===== config.mk =====
export PLATFORM = sky130hd
export DESIGN_NAME = inv_sub_text
export DESIGN_NICKNAME = d
export VERILOG_FILES = /design/src/rtl/inv_sub_text_pkg.sv /design/src/rtl/inv_sub_text_sbox.sv /design/src/rtl/inv_sub_text.sv
export SDC_FILE = /design/constraint.sdc
export NUM_CORES = 1
export LEC_CHECK = 0
export ABC_CLOCK_PERIOD_IN_PS = 3400
export CAP_MARGIN = 40
export CORE_MARGIN = 8
export CORE_UTILIZATION = 30
export CTS_BUF_LIST = sky130_fd_sc_hd__clkbuf_8
export CTS_CLUSTER_DIAMETER = 30
export CTS_CLUSTER_SIZE = 14
export DETAILED_ROUTE_END_ITERATION = 10
export REMOVE_ABC_BUFFERS = 1
export SLEW_MARGIN = 15
export SYNTH_ARGS = -nofsm -noshare
export SYNTH_HDL_FRONTEND = slang
export SYNTH_SLANG_ARGS = --single-unit

===== constraint.sdc =====
create_clock -name clk -period 3.4 [get_ports clk]
set_input_delay 0.34 -clock clk [delete_from_list [all_inputs] [get_ports clk]]
set_output_delay 0.34 -clock clk [all_outputs]
set_load 0.02 [all_outputs]

===== src/rtl/inv_sub_text_pkg.sv =====
// inv_sub_text_pkg: shared constants, FSM encoding and the inverse S-box table for the
// masked inverse substitution layer.
package inv_sub_text_pkg;

    localparam int NIBBLES = 16;
    localparam int RW      = 6;
    // Packed 16x4 table, entry 0 in the top nibble.
    localparam logic [63:0] INV_SBOX = 64'h5EF8_C12D_B463_079A;

    typedef enum logic [1:0] {IDLE, FEED, DRAIN, DONE} state_e;

    function automatic int beats(input int lanes);
        return NIBBLES / lanes;
    endfunction

    function automatic int beat_w(input int lanes);
        return (NIBBLES / lanes) > 1 ? $clog2(NIBBLES / lanes) : 1;
    endfunction

    function automatic logic [3:0] inv_sbox_lut(input logic [3:0] x);
        return INV_SBOX[4 * (15 - int'(x)) +: 4];
    endfunction

endpackage


===== src/rtl/inv_sub_text_sbox.sv =====
// inv_sbox: two-share inverse S-box with a two-cycle latency. Both shares are refreshed
// with a common mask, and the table output is re-split with a fresh output mask.
module inv_sbox
    import inv_sub_text_pkg::*;
(
    input  logic       clk,
    input  logic [3:0] A,
    input  logic [3:0] B,
    input  logic [1:0] Az0,
    input  logic [1:0] Az1,
    input  logic [1:0] Az2,
    input  logic [1:0] Bz0,
    input  logic [1:0] Bz1,
    input  logic [1:0] Bz2,
    input  logic [1:0] Z0,
    input  logic [1:0] Z1,
    input  logic [1:0] Z2,
    output logic [3:0] A_out,
    output logic [3:0] B_out
);
    logic [3:0] a_ref_q, b_ref_q, mask_q, a_out_q, b_out_q;
    logic [3:0] refresh;

    assign refresh = {Az0 ^ Bz1, Bz0 ^ Az1};

    always_ff @(posedge clk) begin
        a_ref_q <= A ^ refresh;
        b_ref_q <= B ^ refresh;
        mask_q  <= {Z0 ^ Az2, Z1 ^ Bz2} ^ {Z2, Z2};
        a_out_q <= inv_sbox_lut(a_ref_q ^ b_ref_q) ^ mask_q;
        b_out_q <= mask_q;
    end

    assign A_out = a_out_q;
    assign B_out = b_out_q;

endmodule


===== src/rtl/inv_sub_text.sv =====
// inv_sub_text: masked inverse substitution over 16 nibbles, serialised across LANES
// inverse S-box instances, with a valid/ready request and result handshake.
module inv_sub_text
    import inv_sub_text_pkg::*;
#(
    parameter int LANES    = 4,
    parameter int SBOX_LAT = 2
) (
    input  logic        clk,
    input  logic        rst,
    input  logic        in_valid,
    output logic        in_ready,
    input  logic [63:0] a,
    input  logic [63:0] b,
    input  logic [95:0] az,
    input  logic [95:0] bz,
    input  logic [95:0] z,
    output logic        out_valid,
    input  logic        out_ready,
    output logic [63:0] aq,
    output logic [63:0] bq
);
    localparam int NB = beats(LANES);
    localparam int CW = beat_w(LANES);
    localparam logic [CW-1:0] LAST = CW'(NB - 1);

    state_e              state_q;
    logic [CW-1:0]       cnt_q;
    logic [63:0]         a_q, b_q, aq_q, bq_q;
    logic [95:0]         az_q, bz_q, z_q;
    logic                in_ready_q, out_valid_q;
    logic [SBOX_LAT-1:0] pv_q;
    logic [CW-1:0]       pk_q [SBOX_LAT];
    logic [3:0]          sa [LANES];
    logic [3:0]          sb [LANES];

    for (genvar j = 0; j < LANES; j++) begin : g_lane
        logic [3:0] n;
        logic [5:0] ra, rb, rz;
        assign n  = 4'(LANES * int'(cnt_q) + j);
        assign ra = az_q[RW * (15 - int'(n)) +: RW];
        assign rb = bz_q[RW * (15 - int'(n)) +: RW];
        assign rz = z_q[RW * (15 - int'(n)) +: RW];
        inv_sbox u_sbox (
            .clk   (clk),
            .A     (a_q[4 * (15 - int'(n)) +: 4]),
            .B     (b_q[4 * (15 - int'(n)) +: 4]),
            .Az0   (ra[5:4]),
            .Az1   (ra[3:2]),
            .Az2   (ra[1:0]),
            .Bz0   (rb[5:4]),
            .Bz1   (rb[3:2]),
            .Bz2   (rb[1:0]),
            .Z0    (rz[5:4]),
            .Z1    (rz[3:2]),
            .Z2    (rz[1:0]),
            .A_out (sa[j]),
            .B_out (sb[j])
        );
    end

    // The beat index travels alongside the S-box pipeline so write-back knows its nibbles.
    always_ff @(posedge clk) begin
        if (rst) begin
            state_q     <= IDLE;
            cnt_q       <= '0;
            a_q         <= '0;
            b_q         <= '0;
            az_q        <= '0;
            bz_q        <= '0;
            z_q         <= '0;
            aq_q        <= '0;
            bq_q        <= '0;
            in_ready_q  <= 1'b1;
            out_valid_q <= 1'b0;
            pv_q        <= '0;
            for (int i = 0; i < SBOX_LAT; i++) pk_q[i] <= '0;
        end else begin
            pv_q[0] <= state_q == FEED;
            pk_q[0] <= cnt_q;
            for (int i = 1; i < SBOX_LAT; i++) begin
                pv_q[i] <= pv_q[i-1];
                pk_q[i] <= pk_q[i-1];
            end
            if (pv_q[SBOX_LAT-1]) begin
                for (int j = 0; j < LANES; j++) begin
                    aq_q[4 * (15 - (LANES * int'(pk_q[SBOX_LAT-1]) + j)) +: 4] <= sa[j];
                    bq_q[4 * (15 - (LANES * int'(pk_q[SBOX_LAT-1]) + j)) +: 4] <= sb[j];
                end
            end
            case (state_q)
                IDLE: if (in_valid) begin
                    a_q        <= a;
                    b_q        <= b;
                    az_q       <= az;
                    bz_q       <= bz;
                    z_q        <= z;
                    cnt_q      <= '0;
                    in_ready_q <= 1'b0;
                    state_q    <= FEED;
                end
                FEED: begin
                    cnt_q   <= cnt_q + 1'b1;
                    state_q <= cnt_q == LAST ? DRAIN : FEED;
                end
                DRAIN: if (pv_q[SBOX_LAT-1] && pk_q[SBOX_LAT-1] == LAST) begin
                    out_valid_q <= 1'b1;
                    state_q     <= DONE;
                end
                DONE: if (out_ready) begin
                    out_valid_q <= 1'b0;
                    in_ready_q  <= 1'b1;
                    state_q     <= IDLE;
                end
                default: state_q <= IDLE;
            endcase
        end
    end

    assign in_ready  = in_ready_q;
    assign out_valid = out_valid_q;
    assign aq        = aq_q;
    assign bq        = bq_q;

endmodule

==> results, run 1 <==
- The smallest setup slack after layout is a little over 500 ps.
- The number of buffers on the longest clock path is 3.
- The global-route wire length before repair is 167 mm.
- The worst hold path class is input pin to register.
- The wire-length estimate of the detail-placed layout is between 80 and 90 mm.
- The critical path startpoint category is a register.
- In the final layout, the share of cells above drive strength 1 is between 10% and 20%.
- The worst path buffer plus inverter count is 2.
- The maximum fanout count along the critical path is 18.
- The total area inside the core boundary comes to 98300 sq um.
- The final critical delay including setup and external delays is 2890 ps.
- The number of max-capacitance violations reported is 0.
- Yosys mapped a number of flops with a built-in enable equal to 0.
- The count of antenna-violating nets left after detailed routing is 0.
- For this run, the register share of the synthesized area comes to a little over two fifths.
- The required arrival time at the worst endpoint is roughly 4100 ps.
- The layout has about 9800 filler cells.
- Timing analysis after detailed placement gives a worst setup slack of slightly above 500 ps.
- Setup violations remaining at the end of the flow were counted as 0.
- Clock skew on the completed layout was measured at about 44 ps.
- The area of the multi-input gates is around 16000 sq um.
- The die extent in x is 331 microns.
- The net count of the finished layout is 4305.
- The average cell area after synthesis is 8.94 sq um.
- The number of cells produced by synthesis is between 3000 and 4000.
- The kind of critical path is register to register.
- In the synthesized netlist the dominant register cell turns out to be sky130_fd_sc_hd__dfxtp_1.
- The area after detailed placement is between 30000 and 40000 sq um.
- The cell leakage power is about 14 nW.
- The aggregate negative setup slack is 0 ps.
- The sequential cells in the finished layout cover a total of around 13000 sq um.
- The synthesized design contains 636 register bits.
- The worst setup path is captured at a register.
- The number of different library cells used by synthesis comes to between 60 and 70.
- The TritonCTS clock tree is built.
- For this configuration, the core starts out at a cell density of a little under a third.
- The synthesized netlist occupies a cell area of approximately 30000 sq um.
- After detailed routing, the number of remaining DRC violations is 0.
- In this run the core area contains around 120 standard-cell rows.
- On the worst path, the slowest cell contributes a delay of between 500 and 600 ps.
- The total non-filler cell area in the finished layout is just over 40000 sq um.
- The first-pass iteration count of the detailed router is 7.
- The floorplan step defined a die boundary enclosing around 110000 sq um.
- The fraction of registers with async set/reset is 0%.
- The maximum number of pins on one net before global-route repair is 140.
- Summed over all layers, the routed wires come to 116 mm.
- After the first detailed-routing iteration, the DRC count stood at approximately 2000.
- During placement, the flow inserted port buffers numbering roughly 550.
- Dividing the final minimum period by the clock period gives between 80% and 90%.
- The final hold violation count is 0.
- Global routing finished with a remaining overflow of 0.
- For this design, the slowest cell found on the critical path is sky130_fd_sc_hd__ha_4.
- The root buffer cell is sky130_fd_sc_hd__clkbuf_8.
- The number of antenna violations at the first check in global routing is 60.
- After detailed routing, the average wire length per cell comes to around 22 microns.
- The signed area change from the synthesized netlist to the final layout is 35.6%.
- The final route contains 26900 vias.
- In this run, post-CTS repair resized a total of 0 instances.
- The H-tree was split into 4 levels.
- The number of max-slew violations in the final report is 0.
- The congestion estimate from routability-driven global placement came to about 0.86.
- The flow ran to the end, and the final reports show no timing, DRC or antenna violations.
- The normalized max-slew margin is about 38%.
- After detailed routing, the number of vias per cell comes to 5.07.
- Power spread over the standard cell area amounts to around 600 nW/um^2.
- Based on the critical path, the design can be clocked at up to 346 MHz.
- In this run the count of I/O pins placed on the die edge is 550.
- The number of buffers created by CTS is roughly 150.
- Setup repair after global routing left no endpoint under its margin.
- The number of global-route vias before repair is between 20000 and 30000.
- For the pin with the worst max-slew slack, the measured transition is 932 ps.
- On the critical path the largest part of the delay comes from adder cells.
- The chip height is 331 microns.
- STA puts the critical path data arrival time at around 3600 ps.
- The signal on the critical path passes through inv_2 > ha_4 > buf_4 > mux4_2 > and2_1 > xnor2_1 > o31a_1 > o22ai_1.
- The CTS sink count is ~640.
- The overall fraction of global-route tracks in use is between 20% and 30%.
- Final hold analysis gives a worst-case slack of about 49 ps.
- The register clock-pin slew on the reported worst setup and hold paths is approximately 50 ps.
- The clock reaches the later pin of the worst-skew pair after between 800 and 900 ps.
- Yosys printed 0 warnings.
- The worst-case IR drop observed on VDD is 0.280 mV.
-- Yosys cell counts, drive strengths merged, types with 21 or more instances --
library cell	n	area, sq um
clkbuf	160	602
xor2	53	464
buf	92	663
xnor2	83	727
nor2	199	762
mux4	153	3480
a22oi	153	1180
dfxtp	636	12700
mux2i	103	1110
nand2	911	3420
o21ai	53	269
a21oi	486	2430
nand3	21	105
-- repair_timing --
action	CTS	global route
endpoints found under the hold margin	7	0
setup buffers	0	0
hold buffers	7	0
-- placed cells by master, fill, tap and decap left out, types with 12 or more instances in the layout --
master	instances
sky130_fd_sc_hd__bufinv_16	19
sky130_fd_sc_hd__buf_4	56
sky130_fd_sc_hd__nor2_1	192
sky130_fd_sc_hd__diode_2	27
sky130_fd_sc_hd__o21ai_0	41
sky130_fd_sc_hd__o211ai_1	12
sky130_fd_sc_hd__inv_1	32
sky130_fd_sc_hd__dfxtp_1	634
sky130_fd_sc_hd__clkdlybuf4s50_1	548
sky130_fd_sc_hd__ha_1	14
sky130_fd_sc_hd__clkinvlp_4	16
sky130_fd_sc_hd__xor2_1	53
sky130_fd_sc_hd__clkbuf_8	182
sky130_fd_sc_hd__mux4_2	143
sky130_fd_sc_hd__a211oi_1	13
sky130_fd_sc_hd__and2_1	12
sky130_fd_sc_hd__buf_12	25
sky130_fd_sc_hd__a22oi_1	147
sky130_fd_sc_hd__a22o_1	17
sky130_fd_sc_hd__mux2_2	17
sky130_fd_sc_hd__nor3_1	16
sky130_fd_sc_hd__xnor2_1	83
sky130_fd_sc_hd__a21oi_1	486
sky130_fd_sc_hd__nand3_1	21
sky130_fd_sc_hd__clkinv_2	18
sky130_fd_sc_hd__mux2i_1	94
sky130_fd_sc_hd__nand2_1	911
-- cell type report --
cell class / instances / area share (%)
Inverter: 14 / 0.131
Antenna cell: 27 / 0.168
Sequential cell: 636 / 31.6
Clock buffer: 182 / 6.22
Tap cell: 1287 / 4.00
Multi-Input combinational cell: 2421 / 39.0
Clock inverter: 92 / 2.55
Timing Repair Buffer: 642 / 16.3
-- metrics by stage --
step	utilization (%)	total power, W	std cells
finish	41.0	0.0235	5301
global route	40.9	0.0246	5283
CTS	40.9	0.0237	5271
detailed placement	37.2	0.0133	4990
global placement	37.2	0.0132	4986
floorplan	-	0.0114	3071
-- flip-flops by register name, indices dropped and copies added, names as in the netlist, named ones only --
signal and flops:
az_q 96, bz_q 96, z_q 96, a_q 64
aq 64, b_q 64, bq 64, g_lane.u_sbox.A_out 16
g_lane.u_sbox.B_out 16, g_lane.u_sbox.a_ref_q 16, g_lane.u_sbox.b_ref_q 16, g_lane.u_sbox.mask_q 16
pk_q 4, cnt_q 2, pv_q 2, in_ready 1
out_valid 1, state_q 1
-- path summary, 6_finish.rpt --
kind                                 startpoint  slack (ps)  cells after the start                             endpoint
max reg2reg               cnt_q[0]$_SDFFE_PP0P_         510                      8  g_lane[3].u_sbox.a_ref_q[1]$_DFF_P_
max                       cnt_q[0]$_SDFFE_PP0P_         510                      8  g_lane[3].u_sbox.a_ref_q[1]$_DFF_P_
min reg2reg  g_lane[2].u_sbox.mask_q[3]$_DFF_P_         420                      0    g_lane[2].u_sbox.B_out[3]$_DFF_P_
min                                         rst          50                      2                  bq[32]$_SDFFE_PP0P_
-- routing by layer --
metal / global-route usage (%) / wire [microns] / up-vias
met2: 32.0 / 52900 / 1033
met5: 0 / 355 / -
met1: 25.0 / 47300 / 12800
met4: 7.70 / 3560 / 54
li1: - / - / 12700
met3: 8.33 / 12200 / 245
-- cell families after synthesis --
| family | count (synthesis) | synth area share (%) |
|---|---|---|
| muxes | 273 | 16.1 |
| and+or+nand+nor | 1199 | 15.9 |
| adders and majority gates | 17 | 0.716 |
| xor gates and xnor gates | 136 | 4.01 |
| AOI/OAI and AO/OA | 796 | 15.9 |
| DFF | 636 | 42.9 |
| buffers and inverters | 266 | 4.44 |
-- worst reg2reg max path, cell delays in order (launching register included) --
cell	delay [ps]
sky130_fd_sc_hd__dfxtp_4	390
sky130_fd_sc_hd__inv_2	150
sky130_fd_sc_hd__ha_4	550
sky130_fd_sc_hd__buf_4	370
sky130_fd_sc_hd__mux4_2	550
sky130_fd_sc_hd__and2_1	230
sky130_fd_sc_hd__xnor2_1	140
sky130_fd_sc_hd__o31a_1	300
sky130_fd_sc_hd__o22ai_1	160
-- report_power, final --
| part | switching, W | internal, W | leakage, nW | total [W] |
|---|---|---|---|---|
| registers | 0.000743 | 0.00813 | 5.22 | 0.00887 |
| clock network | 0.00396 | 0.00638 | 1.84 | 0.0103 |
| logic | 0.00227 | 0.00197 | 7.40 | 0.00425 |
| total | 0.00698 | 0.0165 | 14.5 | 0.0235 |
(Power assumes the default switching activity.)
==> inputs of run 2 (changes only) <==
--- a/config.mk
+++ b/config.mk
@@ -5,7 +5,7 @@
 export SDC_FILE = /design/constraint.sdc
 export NUM_CORES = 1
 export LEC_CHECK = 0
-export ABC_CLOCK_PERIOD_IN_PS = 3400
+export ABC_CLOCK_PERIOD_IN_PS = 2950
 export CAP_MARGIN = 40
 export CORE_MARGIN = 8
 export CORE_UTILIZATION = 30
==> constraint.sdc (replaced) <==
create_clock -name clk -period 2.95 [get_ports clk]
set_input_delay 0.295 -clock clk [delete_from_list [all_inputs] [get_ports clk]]
set_output_delay 0.295 -clock clk [all_outputs]
set_load 0.02 [all_outputs]
==> results, run 2 (synthesis results as in run 1) <==
- The level count of the clock H-tree is 4 (unchanged).
- The number of violations reported at the end of detailed-routing iteration 0 came to 1955 (-3.2%).
- The number of antenna violations at the first check in global routing was 48 (-20%).
- The register clock-pin slew on the reported worst setup and hold paths is 50 ps (about the same).
- The worst hold path cell count is 3 (+1).
- TritonCTS built the clock tree.
- The kind of critical path is register to register.
- The count of antenna-violating nets left after detailed routing is 0 (unchanged).
- The highest layer touched by signal routing is met5.
- The standard-cell row count came to 115 (unchanged).
- The endpoint class of the critical path is a register.
- The arrival time at the worst endpoint is 3500 ps (-120 ps).
- The largest stage delay on the critical path came to 550 ps (about the same).
- The overall fraction of global-route tracks in use is 20.8% (+0.45 points).
- The critical-path cell with the highest stage delay is sky130_fd_sc_hd__mux4_2.
- The mean number of vias per cell came to 4.99 (-1.6%).
- The non-filler instance count after layout came to 5634 (+6.3%).
- The number of buffers on the longest clock path is 3 (unchanged).
- The normalized max-slew margin is 43.5% (+5.7 points).
- The largest registers in the layout are az_q x96, bz_q x96, z_q x96.
- The number of buffers created by CTS was 167 (+9.2%).
- The detailed route wirelength on metal3 is 8.67 mm (-29%).
- The worst-case clock skew was 39.4 ps (-4.48 ps).
- The top cell types in the final layout, fill and taps aside, are 911 x sky130_fd_sc_hd__nand2_1, 634 x sky130_fd_sc_hd__dfxtp_1, 548 x sky130_fd_sc_hd__clkdlybuf4s50_1.
- The via count was 28100 (+4.6%).
- The area after detailed placement came to 36600 sq um (+0.16%).
- The run finished with clean final reports.
- Relative to the synthesized area, the layout overhead comes to 47.1%.
- The average wire per standard cell is 21.1 microns (-3.8%).
- The number of global-route vias before repair is 27800 (+6.2%).
- The die extent in x came to 331 microns (unchanged).
- The chip height is 331 microns (unchanged).
- The net count of the finished layout is 4622 (+7.4%).
- The maximum number of pins on one net before global-route repair was 145 (+3.6%).
- The number of cells on the worst reg-to-reg path came to 8 (unchanged).
- The count of port buffers added during placement is 549 (unchanged).
- The hold buffer count at cts is 296 (+289).
- The final weighted congestion in routability-driven placement is 0.872 (+0.90%).
- The routed wire length came to 119 mm (+2.2%).
- The residual overflow from global routing is 0 (unchanged).
- The total placed cells including tap cells came to 5005 (+0.30%).
- The total non-filler cell area in the finished layout is 43700 sq um (+8.5%).
- The cell leakage power is 15.9 nW (+10%).
- The first-pass iteration count of the detailed router came to 5 (-2).
- The root buffer cell is sky130_fd_sc_hd__clkbuf_8.
- The initial core utilization is 30.2% (unchanged).
- The total of endpoints with negative setup slack in the final report is 0 (unchanged).
- The CTS sink count is 636 (unchanged).
- The commonest non-fill, non-tap cell in the layout is sky130_fd_sc_hd__nand2_1.
- The largest vdd supply drop is 0.321 mV (+15%).
- The signal on the critical path passes through inv_1 > ha_4 > buf_12 > mux4_2 > a22o_1 > a21oi_1 > xnor2_1 > xnor2_1.
- Setup repair after global routing left no endpoint under its margin.
- The global-route wire length before repair came to 174 mm (+3.9%).
- The worst setup path is launched from a register.
- The number of max-capacitance violations reported is 0 (unchanged).
- The required arrival time at the worst endpoint came to 3670 ps (-460 ps).
- The achievable frequency is 359 MHz (+3.7%).
- The aggregate negative setup slack is 0 ps (unchanged).
- The final hold violation count is 0 (unchanged).
- The post-route clock period utilization is 94.4% (+9.5 points).
- The slew at the pin closest to its max-slew limit is 847 ps (-85.1 ps).
- The cell occurring most often along the worst timing path is sky130_fd_sc_hd__xnor2_1.
- The met1 routed wirelength after detailed routing is 51.5 mm (+8.8%).
- The routed length on met2 was 55.6 mm (+5.0%).
- The final HPWL from detailed placement is 87.3 mm (-0.25%).
- The number of fill cells came to 9491 (-3.3%).
- The remaining routing DRC violations is 0 (unchanged).
- The final critical delay including setup and external delays came to 2790 ps (-102 ps).
- The number of placed I/O pins is 550 (unchanged).
- The count of cells resized by post-cts repair is 0 (unchanged).
- The fraction of layout instances using a drive strength above 1 is 13.5% (-0.21 points).
- The number of max-slew violations in the final report came to 0 (unchanged).
- The die area came to 109000 sq um (unchanged).
- The clock network latency to the later pin of the worst-skew pair is 820 ps (about the same).
- The post-CTS setup buffer count was 0 (unchanged).
- The fraction of the core area covered by cells at the end of the flow came to 44.4% (+3.5 points).
- The total chip power was 0.0288 W (+23%).
- The maximum fanout count along the critical path came to 22 (+4).
- The path class of the tightest hold or removal check is input pin to register.
- The total power divided by cell area was 659 nW/um^2 (+13%).
- The core area is 98300 sq um (unchanged).
## run 2: per-stage QoR
stage                     worst slack, ps  hold slack, ps
after floorplan                    -12930             349
after global placement                200             424
after detailed placement              137             424
after CTS                             131           0.339
after global routing                 83.7            18.7
final                                 164            73.6
## run 2: metal layers
metal | global-route usage, % | vias to the layer above
met5 | 0 | -
met4 | 7.26 | 36
met3 | 6.06 | 210
met2 | 33.5 | 961
met1 | 26.5 | 13500
li1 | - | 13400
## run 2: final timing paths
kind	startpoint	endpoint	slack, ps
min reg2reg	g_lane[2].u_sbox.mask_q[1]$_DFF_P_	g_lane[2].u_sbox.B_out[1]$_DFF_P_	430
max	cnt_q[1]$_SDFFE_PP0P_	g_lane[2].u_sbox.mask_q[3]$_DFF_P_	160
min	bz[45]	bz_q[45]$_SDFFE_PP0P_	70
max reg2reg	cnt_q[1]$_SDFFE_PP0P_	g_lane[2].u_sbox.mask_q[3]$_DFF_P_	160
## run 2: final cells by class
class,count,area [sq um],area share [%]
Antenna cell,32,80.1,0.183
Clock buffer,190,2620,5.99
Clock inverter,109,1380,3.15
Inverter,14,52.6,0.120
Multi-Input combinational cell,2421,15700,36.0
Sequential cell,636,12700,29.2
Tap cell,1287,1610,3.69
Timing Repair Buffer,945,9490,21.7
## run 2: power breakdown
| part | total, W | switching (W) | leakage [nW] | internal [W] |
|---|---|---|---|---|
| Combinational | 0.00528 | 0.00273 | 8.66 | 0.00255 |
| Clock | 0.0133 | 0.00476 | 2.07 | 0.00851 |
| Sequential | 0.0102 | 0.000858 | 5.22 | 0.00938 |
| Total | 0.0288 | 0.00834 | 15.9 | 0.0204 |
## run 2: critical path: cells and delay by family (launching register included)
family / cells / cell delay (ps)
AO/OA/AOI/OAI: 2 / 670
multiplexers: 1 / 550
buffers and inverters: 2 / 440
adder cells (fa/ha/maj): 1 / 350
flip-flops: 1 / 340
XOR/XNOR: 2 / 320
